--- config.mk ---
export PLATFORM = sky130hd
export DESIGN_NAME = ram_window_sync_flat
export DESIGN_NICKNAME = d
export VERILOG_FILES = /design/src/rtl/mem_pkg.sv /design/src/rtl/ram_window_sync_if.sv /design/src/rtl/addr_window_decode.sv /design/src/rtl/ram_window_sync.sv /design/src/flat_wrapper.sv
export SDC_FILE = /design/constraint.sdc
export NUM_CORES = 1
export LEC_CHECK = 0
export BUFFER_PORTS_ARGS = -buffer_cell sky130_fd_sc_hd__buf_4
export CAP_MARGIN = 25
export CORE_ASPECT_RATIO = 0.5
export CORE_MARGIN = 5
export CORE_UTILIZATION = 35
export DETAILED_ROUTE_END_ITERATION = 12
export GPL_TIMING_DRIVEN = 0
export PLACE_DENSITY = 0.61
export SYNTH_ARGS = -nofsm -noshare
export SYNTH_HDL_FRONTEND = slang
export SYNTH_SLANG_ARGS = --single-unit
--- constraint.sdc ---
create_clock -name clk -period 3.2 [get_ports clk]
set_input_delay 0 -clock clk [delete_from_list [all_inputs] [get_ports clk]]
set_output_delay 0 -clock clk [all_outputs]
set_load 0.05 [all_outputs]
--- src/rtl/mem_pkg.sv ---
// Shared memory-map constants and RAM controller state encoding.
// Both the bus mux and the windowed RAMs take their window defaults from here.
package mem_pkg;

    typedef enum logic {
        ST_CLEAR = 1'b0,
        ST_IDLE  = 1'b1
    } state_t;

    localparam int RAM_BASE  = 128;
    localparam int RAM_DEPTH = 96;

    // Word-index width for a window of the given depth, with a minimum of one bit.
    function automatic int idx_width(input int depth);
        return (depth > 1) ? $clog2(depth) : 1;
    endfunction

endpackage

--- src/rtl/ram_window_sync_if.sv ---
// Request/response bundle between a bus master and a windowed RAM.
// The master drives requests; the RAM returns ready, the response strobe and the sweep status.
interface ram_window_sync_if #(
    parameter int DATA_W = 8,
    parameter int ADDR_W = 8
);
    logic              req_valid;
    logic              req_ready;
    logic              we;
    logic [ADDR_W-1:0] address;
    logic [DATA_W-1:0] data_in;
    logic              rsp_valid;
    logic              rsp_err;
    logic [DATA_W-1:0] ram_data_out;
    logic              busy;

    modport master (
        output req_valid, we, address, data_in,
        input  req_ready, rsp_valid, rsp_err, ram_data_out, busy
    );

    modport slave (
        input  req_valid, we, address, data_in,
        output req_ready, rsp_valid, rsp_err, ram_data_out, busy
    );
endinterface

--- src/rtl/addr_window_decode.sv ---
// Address window decode: flags addresses in [BASE, BASE+DEPTH-1] and gives the word index.
// Latency: combinational; backpressure: none.
module addr_window_decode
    import mem_pkg::*;
#(
    parameter int ADDR_W = 8,
    parameter int BASE   = RAM_BASE,
    parameter int DEPTH  = RAM_DEPTH,
    parameter int IDX_W  = idx_width(DEPTH)
) (
    input  logic [ADDR_W-1:0] address,
    output logic              in_win,
    output logic [IDX_W-1:0]  index
);

    // One extra bit so BASE+DEPTH-1 at the top of the address space cannot wrap.
    localparam logic [ADDR_W:0] LO = (ADDR_W + 1)'(BASE);
    localparam logic [ADDR_W:0] HI = (ADDR_W + 1)'(BASE + DEPTH - 1);

    always_comb begin
        in_win = ({1'b0, address} >= LO) && ({1'b0, address} <= HI);
        index  = IDX_W'(address - ADDR_W'(BASE));
    end

endmodule

--- src/rtl/ram_window_sync.sv ---
// Single-port windowed RAM with optional post-reset zero sweep and out-of-window error response.
// Latency: 1 cycle request-to-response; backpressure: req_ready low during reset and the clear sweep.
module ram_window_sync
    import mem_pkg::*;
#(
    parameter int DATA_W         = 8,
    parameter int ADDR_W         = 8,
    parameter int BASE           = RAM_BASE,
    parameter int DEPTH          = RAM_DEPTH,
    parameter int CLEAR_ON_RESET = 1
) (
    input  logic             clk,
    input  logic             rst_n,
    ram_window_sync_if.slave bus
);

    localparam int     IDX_W     = idx_width(DEPTH);
    localparam state_t RST_STATE = (CLEAR_ON_RESET != 0) ? ST_CLEAR : ST_IDLE;

    if (DEPTH < 1 || BASE < 0 || (BASE + DEPTH) > (1 << ADDR_W)) begin : g_bad_window
        $error("ram_window_sync: window BASE=%0d DEPTH=%0d does not fit a %0d-bit bus",
               BASE, DEPTH, ADDR_W);
    end

    state_t            state_q, state_d;
    logic [IDX_W-1:0]  clr_idx_q, clr_idx_d;
    logic              ready_q;
    logic              rsp_valid_q;
    logic              rsp_err_q;
    logic [DATA_W-1:0] dout_q;
    logic              in_win;
    logic [IDX_W-1:0]  index;
    logic              accept;
    logic [DATA_W-1:0] mem [DEPTH];

    addr_window_decode #(
        .ADDR_W (ADDR_W),
        .BASE   (BASE),
        .DEPTH  (DEPTH),
        .IDX_W  (IDX_W)
    ) u_decode (
        .address (bus.address),
        .in_win  (in_win),
        .index   (index)
    );

    assign accept = bus.req_valid && ready_q;

    always_comb begin
        state_d   = state_q;
        clr_idx_d = clr_idx_q;
        unique case (state_q)
            ST_CLEAR: begin
                clr_idx_d = clr_idx_q + IDX_W'(1);
                if (clr_idx_q == IDX_W'(DEPTH - 1)) begin
                    state_d   = ST_IDLE;
                    clr_idx_d = '0;
                end
            end
            ST_IDLE: begin
                state_d = ST_IDLE;
            end
            default: begin
                state_d = ST_IDLE;
            end
        endcase
    end

    // Ready is registered so it stays low for the first cycle out of reset even with no sweep.
    always_ff @(posedge clk or negedge rst_n) begin
        if (!rst_n) begin
            state_q     <= RST_STATE;
            clr_idx_q   <= '0;
            ready_q     <= 1'b0;
            rsp_valid_q <= 1'b0;
            rsp_err_q   <= 1'b0;
            dout_q      <= '0;
        end else begin
            state_q     <= state_d;
            clr_idx_q   <= clr_idx_d;
            ready_q     <= (state_d == ST_IDLE);
            rsp_valid_q <= accept;
            rsp_err_q   <= accept && !in_win;
            if (accept && !bus.we && in_win) begin
                dout_q <= mem[index];
            end
        end
    end

    // Array has no reset; the sweep (when enabled) is the only initialisation.
    always_ff @(posedge clk) begin
        if (state_q == ST_CLEAR) begin
            mem[clr_idx_q] <= '0;
        end else if (accept && bus.we && in_win) begin
            mem[index] <= bus.data_in;
        end
    end

    assign bus.req_ready    = ready_q;
    assign bus.rsp_valid    = rsp_valid_q;
    assign bus.rsp_err      = rsp_err_q;
    assign bus.ram_data_out = dout_q;
    assign bus.busy         = (state_q == ST_CLEAR);

endmodule

--- src/flat_wrapper.sv ---
// flat-port wrapper written by rule: the top's interface ports become plain ports
module ram_window_sync_flat import mem_pkg::*;
#(
    parameter int DATA_W         = 8,
    parameter int ADDR_W         = 8,
    parameter int BASE           = RAM_BASE,
    parameter int DEPTH          = RAM_DEPTH,
    parameter int CLEAR_ON_RESET = 1
)
  (clk, rst_n, bus_req_valid, bus_we, bus_address, bus_data_in, bus_req_ready, bus_rsp_valid, bus_rsp_err, bus_ram_data_out, bus_busy);
  ram_window_sync_if #(.DATA_W(DATA_W), .ADDR_W(ADDR_W)) bus_i ();
  input  logic clk;
  input  logic rst_n;
  input wire logic [$bits(bus_i.req_valid)-1:0] bus_req_valid;
  input wire logic [$bits(bus_i.we)-1:0] bus_we;
  input wire logic [$bits(bus_i.address)-1:0] bus_address;
  input wire logic [$bits(bus_i.data_in)-1:0] bus_data_in;
  output wire logic [$bits(bus_i.req_ready)-1:0] bus_req_ready;
  output wire logic [$bits(bus_i.rsp_valid)-1:0] bus_rsp_valid;
  output wire logic [$bits(bus_i.rsp_err)-1:0] bus_rsp_err;
  output wire logic [$bits(bus_i.ram_data_out)-1:0] bus_ram_data_out;
  output wire logic [$bits(bus_i.busy)-1:0] bus_busy;
  assign bus_i.req_valid = bus_req_valid;
  assign bus_i.we = bus_we;
  assign bus_i.address = bus_address;
  assign bus_i.data_in = bus_data_in;
  assign bus_req_ready = bus_i.req_ready;
  assign bus_rsp_valid = bus_i.rsp_valid;
  assign bus_rsp_err = bus_i.rsp_err;
  assign bus_ram_data_out = bus_i.ram_data_out;
  assign bus_busy = bus_i.busy;
  ram_window_sync #(.DATA_W(DATA_W), .ADDR_W(ADDR_W), .BASE(BASE), .DEPTH(DEPTH), .CLEAR_ON_RESET(CLEAR_ON_RESET)) u_core (.clk(clk), .rst_n(rst_n), .bus(bus_i));
endmodule
==> impl_metrics.yaml, run 1 <==
run_status:
  outcome: "finished clean"
route:
  vias: 16261
  drcViolationCount: 0
  wl_per_cell_um: 26.7
  drt_iter0_markers: 2046
  routed_wl_um: 80300
  firstDrtPassIters: 5
  ant_nets: 0
  viasPerCell: 5.41
worst_setup_path:
  r2r-start: "u_core.state_q$_DFF_PN0_"
  crit_required_ps: 3460
  reg2reg_depth: 8
  reg2reg_to: "u_core.mem[58][3]$_DFFE_PP_"
  critPathArrivalTime_ps: 3340
  cp_max_fo: 10
  rrSetupSlack_ps: 130
  worstSetupStartpointType: "flip-flop"
  critPathKind: "reg -> reg"
  end_kind: "flip-flop"
synthesis:
  synth_top_area_share_pct: 74.2
  synthTopCellsByArea: "edfxtp_1, mux4_2, mux2i_1"
  synth_area_mm2: 0.0311
  syn_avg_cell_area_um2: 19.4
  synth-edff-count: 768
  ys_seq_elements: 786
  synth.distinct_cells: 50
  synthCells: 1605
  async_reset_ff_share_pct: 2.29
  synthFlopType: "edfxtp_1"
  ys_seq_area_share_pct: 75.6
  yosysTopAreaCell: "edfxtp_1"
  yosys_warnings: 0
  synthesis.nets: 1626
global_routing:
  antenna_found_initial: 0
  gr-usage-all-layers_pct: 16.8
  globalRouteOverflowTotal: 0
  grt_pass1_wl_um: 115000
  grt_pass1_vias: 16163
  grt_max_degree: 93
power_and_ir_drop:
  pwr-share-seq_pct: 54.6
  intPower_w: 0.0162
  p_leak_nw: 9.85
  clockPowerShare_pct: 42.7
  power_frac_comb_pct: 2.8
  power_w: 0.0204
  power_density_mw_per_mm2: 555
  swShare_pct: 20.5
  p_switching_w: 0.00419
  peakVddDrop_mv: 0.352
layout:
  layout_commonest_cell: "edfxtp_1"
  drive_above_1_share_pct: 26.8
  area_growth_pct: 18.0
  finalNonFillerCells: 3003
  n_fill_cell: 7724
  layout_common_cells: "edfxtp_1, mux2i_1, mux4_2, nor2_4, clkbuf_16"
  final_nets: 1783
  fin_area_mm2: 0.0367
  antenna_cells: 0
floorplanning:
  die_h_um: 221
  die_w_um: 431
  num_rows: 77
  die-area_mm2: 0.0952
  initial_core_util_pct: 35.2
  ios: 32
  coreArea_mm2: 0.0882
sta:
  fin_ws_ps: 126
  slew_violations: 0
  timing.final.crit_share_pct: 96.1
  fin_crit_ps: 3070
  timing.hold.ws_ps: 14.4
  finalHoldViolations: 0
  finalSetupViolations: 0
  max_freq_mhz: 325
  skew_ps: 19.3
  worstMarginPinSlew_ps: 1130
  slew_headroom_pct: 22.4
worst_hold_path:
  worstHoldStart: "bus_data_in[4]"
  holdPathStages: 2
  min_to: "u_core.mem[56][4]$_DFFE_PP_"
  hold_class: "in -> reg"
cts:
  h-tree-depth: 3
  worstSkewPairLatency_ps: 640
  clk_pin_slew_worst_paths_ps: 60
  clock_sinks: 786
  max-clock-path-buffers: 3
  tritoncts: "built"
  cts_root_buf: "clkbuf_16"
  numCtsBuffers: 74
placement:
  gp_congestion: 0.880
  dp.cells: 2839
  placement.cell_area_mm2: 0.0331
  dpl.hpwl_um: 51600
  portBuffers: 30
  dp_slack_ps: -1130
job:
  maxCapViolations: 0
==> how the worst max path moves through the flow <==
| stage | startpoint | endpoint | slack (ps) | cells after the start |
|---|---|---|---|---|
| 5_1_grt | u_core.state_q$_DFF_PN0_ | u_core.mem[58][3]$_DFFE_PP_ | -10 | 8 |
| 3_3_place_gp | u_core.state_q$_DFF_PN0_ | u_core.mem[56][6]$_DFFE_PP_ | -1020 | 10 |
| 3_5_place_dp | u_core.state_q$_DFF_PN0_ | u_core.mem[56][0]$_DFFE_PP_ | -1130 | 10 |
| 4_1_cts | u_core.state_q$_DFF_PN0_ | u_core.mem[86][2]$_DFFE_PP_ | -270 | 11 |
| 2_1_floorplan | u_core.state_q$_DFF_PN0_ | u_core.mem[68][0]$_DFFE_PP_ | 250 | 9 |
| 6_report | u_core.state_q$_DFF_PN0_ | u_core.mem[58][3]$_DFFE_PP_ | 130 | 8 |
==> registers in the layout, summed over array words and instances (netlist names) <==
| signal | count |
|---|---|
| u_core.bus.rsp_err | 1 |
| u_core.bus.rsp_valid | 1 |
| u_core.clr_idx_q | 7 |
| u_core.bus.ram_data_out | 8 |
| u_core.state_q | 1 |
| u_core.mem | 768 |
==> routing by layer <==
metal	GRT usage, %	vias to the layer above	wire length [µm]
met4	5.65	0	2680
met3	2.95	148	5120
met5	0	-	0
met1	23.3	8638	34500
li1	-	6852	-
met2	27.1	623	38000
==> worst max-delay path, cell delays in order, from the launching register on <==
cell,delay [ps]
dfrtp_2,470
nand2_1,220
inv_1,100
and3_1,270
clkbuf_4,220
nand2_1,140
a21boi_4,410
nand2b_1,290
nor2_2,580
==> cells in the mapped netlist, types with 2 or more instances <==
| cell | n |
|---|---|
| a31oi_1 | 6 |
| a41oi_1 | 2 |
| or2_2 | 3 |
| buf_8 | 3 |
| o32ai_1 | 3 |
| o211ai_1 | 3 |
| o21ai_0 | 22 |
| nand2b_1 | 14 |
| nor2_1 | 111 |
| clkbuf_1 | 35 |
| mux4_2 | 123 |
| nand3b_1 | 4 |
| edfxtp_1 | 768 |
| o22ai_1 | 8 |
| a2111oi_0 | 5 |
| o2111ai_1 | 2 |
| dfrtp_1 | 18 |
| buf_6 | 9 |
| nand3_1 | 30 |
| and2_1 | 9 |
| buf_2 | 15 |
| nor3b_1 | 3 |
| nand2_1 | 42 |
| a21oi_1 | 27 |
| buf_1 | 6 |
| nand4_1 | 8 |
| a21boi_1 | 2 |
| mux2_2 | 17 |
| buf_4 | 18 |
| nor2b_1 | 14 |
| mux4_1 | 4 |
| a22oi_1 | 64 |
| xnor2_1 | 2 |
| inv_1 | 6 |
| nor3_1 | 7 |
| o31ai_1 | 3 |
| buf_12 | 2 |
| a211oi_1 | 7 |
| mux2i_1 | 169 |
==> per-stage QoR <==
| step | setup TNS, ps | utilization, % |
|---|---|---|
| 3_5_place_dp | -370700 | 37.6 |
| 2_1_floorplan | 0 | - |
| 5_1_grt | -109 | 41.6 |
| 6_report | 0 | 41.6 |
| 4_1_cts | -37970 | 41.1 |
| 3_3_place_gp | -856940 | 37.2 |
==> layout make-up <==
type / instances / area (µm²) / share of cell area, %
Sequential cell: 786 / 23500 / 64.1
Timing Repair Buffer: 83 / 996 / 2.71
Tap cell: 1185 / 1480 / 4.04
Buffer: 87 / 562 / 1.53
Inverter: 7 / 26.3 / 0.0716
Clock inverter: 44 / 465 / 1.27
Multi-Input combinational cell: 723 / 7750 / 21.1
Clock buffer: 88 / 1900 / 5.19
==> power by group through the flow <==
stage               registers [W]  logic, W  clock network [W]
floorplan                  0.0113  0.000330                  0
global placement           0.0113  0.000548                  0
detailed placement         0.0113  0.000550                  0
CTS                        0.0111  0.000563            0.00879
global route               0.0111  0.000583            0.00928
finish                     0.0111  0.000562            0.00869
==> logic make-up (layout without fill, tap and decap cells) <==
kind of cell	after synthesis	in the layout	synth area share (%)
XOR/XNOR	2	2	0.0564
flip-flops	786	786	75.6
buffers and inverters	96	309	1.87
adder cells (fa/ha/maj)	1	1	0.0402
AND/OR/NAND/NOR	248	248	3.64
AO/OA/AOI/OAI	159	159	3.45
multiplexers	313	313	15.3
==> timing repair <==
item	4_1_cts	5_1_grt
buffers inserted	11	9
pin swaps	4	12
gates resized for setup	141	78
setup endpoints to repair	747	759
hold endpoints to repair	132	0
hold buffers	13	0
Note: power is estimated with default switching activity, not from simulation.
==> run 2, diff against run 1 <==
- PLACE_DENSITY: 0.61 -> 0.59
- clock period: 3.2 -> 4 ns (I/O delays scaled with it)
==> run 2 against run 1 <==
  * The run now ends with negative hold slack, negative setup slack left
  * Critical path depth is 2 higher
  * Non-clock buffer count is 22 lower
  * Count of clock-buffer cells in the layout is 2 higher
  * Combinational power is 21% lower
  * Core utilization is 1.4 points lower
  * Global-route usage is 0.21 points lower
  * Power is 22% lower
  * Cell count is 0.80% lower
  * Sequential share of layout area is 2.3 points higher
  * Wire length is 1.1% lower
==> impl_metrics.yaml, run 2 (synthesis gave the netlist of run 1 again) <==
worst_setup_path:
  end_kind: "flip-flop"
  worstSetupStartpointType: "flip-flop"
  crit_required_ps: 4240
  critPathKind: "reg -> reg"
  reg2reg_depth: 10
  critPathArrivalTime_ps: 4320
  cp_max_fo: 10
route:
  drcViolationCount: 0
  routed_wl_um: 79400
  drt_iter0_markers: 1636
  wl_per_cell_um: 26.7
  vias: 15931
  viasPerCell: 5.35
  firstDrtPassIters: 5
  ant_nets: 0
sta:
  slew_violations: 0
  max_freq_mhz: 245
  timing.final.crit_share_pct: 102
  finalHoldViolations: 10
  slew_headroom_pct: 20.3
  skew_ps: 31.2
  fin_ws_ps: -77.3
  grt_setup_unrepaired: "yes"
  fin_crit_ps: 4080
  finalSetupViolations: 32
  worstMarginPinSlew_ps: 1200
  timing.hold.ws_ps: -3.32
power_and_ir_drop:
  p_leak_nw: 9.52
  power_w: 0.0160
  peakVddDrop_mv: 0.291
  power_density_mw_per_mm2: 451
cts:
  worstSkewPairLatency_ps: 630
  numCtsBuffers: 73
  h-tree-depth: 3
  max-clock-path-buffers: 3
  postCtsSetupBuffers: 0
  clk_pin_slew_worst_paths_ps: 70
  tritoncts: "built"
  cts_root_buf: "clkbuf_16"
  clock_sinks: 786
run_status:
  violations: "negative hold slack, negative setup slack"
  outcome: "complete, but fails checks"
layout:
  multi_input_area_mm2: 0.00706
  layout_common_cells: "edfxtp_1, mux2i_1, mux4_2, nor2_1, clkbuf_16"
  drive_above_1_share_pct: 20.3
  antenna_cells: 0
  largest_register: "u_core.mem"
  n_fill_cell: 7952
  layout_commonest_cell: "edfxtp_1"
  utilization_pct: 40.1
  largest_reg_flops: 768
  final_nets: 1760
  area_growth_pct: 14.0
  seq_area_mm2: 0.0235
global_routing:
  gr-usage-all-layers_pct: 16.6
  grt_pass1_vias: 15921
  globalRouteOverflowTotal: 0
  grt_max_degree: 97
  grt_pass1_wl_um: 113000
  antenna_found_initial: 1
floorplanning:
  die_h_um: 221
  die-area_mm2: 0.0952
  num_rows: 77
  ios: 32
  initial_core_util_pct: 35.2
  coreArea_mm2: 0.0882
  die_w_um: 431
worst_hold_path:
  hold_class: "in -> reg"
  holdPathStages: 2
job:
  maxCapViolations: 0
placement:
  dpl.hpwl_um: 52000
  gp_congestion: 0.883
  portBuffers: 30
  dp_slack_ps: -53.2
run 2: metal layers:
metal / up-vias / share of wire (%) / global-route usage (%)
met4: 0 / 3.2 / 5.62
met1: 8413 / 42 / 22.1
met5: - / 0 / 0
met3: 133 / 7.6 / 4.03
met2: 593 / 47 / 27.1
li1: 6792 / - / -
run 2: power by group:
| part | switching, W | total [W] | internal [W] |
|---|---|---|---|
| clock network | 0.00296 | 0.00665 | 0.00368 |
| logic | 0.000284 | 0.000443 | 0.000159 |
| registers | 0 | 0.00889 | 0.00889 |
run 2: worst max-delay path, cell delays in order (launching register included):
cell and delay, ps:
dfrtp_1 440, nand2_1 150, inv_1 120, and3_1 170, clkbuf_1 240, buf_2 260, clkbuf_1 430, nand3_1 180
o31ai_1 190, nand2_1 710, nor2_2 810
run 2: final timing paths:
check	start	endpoint	slack, ps
worst max-delay path	u_core.state_q$_DFF_PN0_	u_core.mem[36][3]$_DFFE_PP_	-80
worst min-delay path	bus_data_in[4]	u_core.mem[53][4]$_DFFE_PP_	-3
worst max register to register	u_core.state_q$_DFF_PN0_	u_core.mem[36][3]$_DFFE_PP_	-80
worst min register to register	u_core.clr_idx_q[5]$_DFFE_PN0N_	u_core.clr_idx_q[5]$_DFFE_PN0N_	580
max in group asynchronous	rst_n	u_core.bus.ram_data_out[0]$_DFFE_PN0P_	2770
min in group asynchronous	rst_n	u_core.bus.rsp_err$_DFF_PN0_	610
run 2: metrics by stage:
step                TNS (ps)  hold slack, ps  area [µm²]  instances
floorplan                  0            -296       31100       1605
global placement     -654580            -103       32800       2820
detailed placement     -1080            -103       33000       2832
CTS                    -1430           0.784       35300       2969
global route          -14510            7.28       35400       2979
finish                 -1140           -3.32       35400       2979
run 2: final cells by class:
cell class | count | area share, %
Sequential cell | 786 | 66.4
Multi-Input combinational cell | 723 | 19.9
Clock buffer | 90 | 5.42
Tap cell | 1185 | 4.18
Timing Repair Buffer | 59 | 1.59
Buffer | 89 | 1.57
Clock inverter | 40 | 0.865
Inverter | 7 | 0.0742
run 2: repair_timing:
item | in CTS | in global routing
gates resized for setup | 2 | 11
hold buffers | 7 | 0
setup endpoints to repair | 48 | 136
hold endpoints to repair | 36 | 0
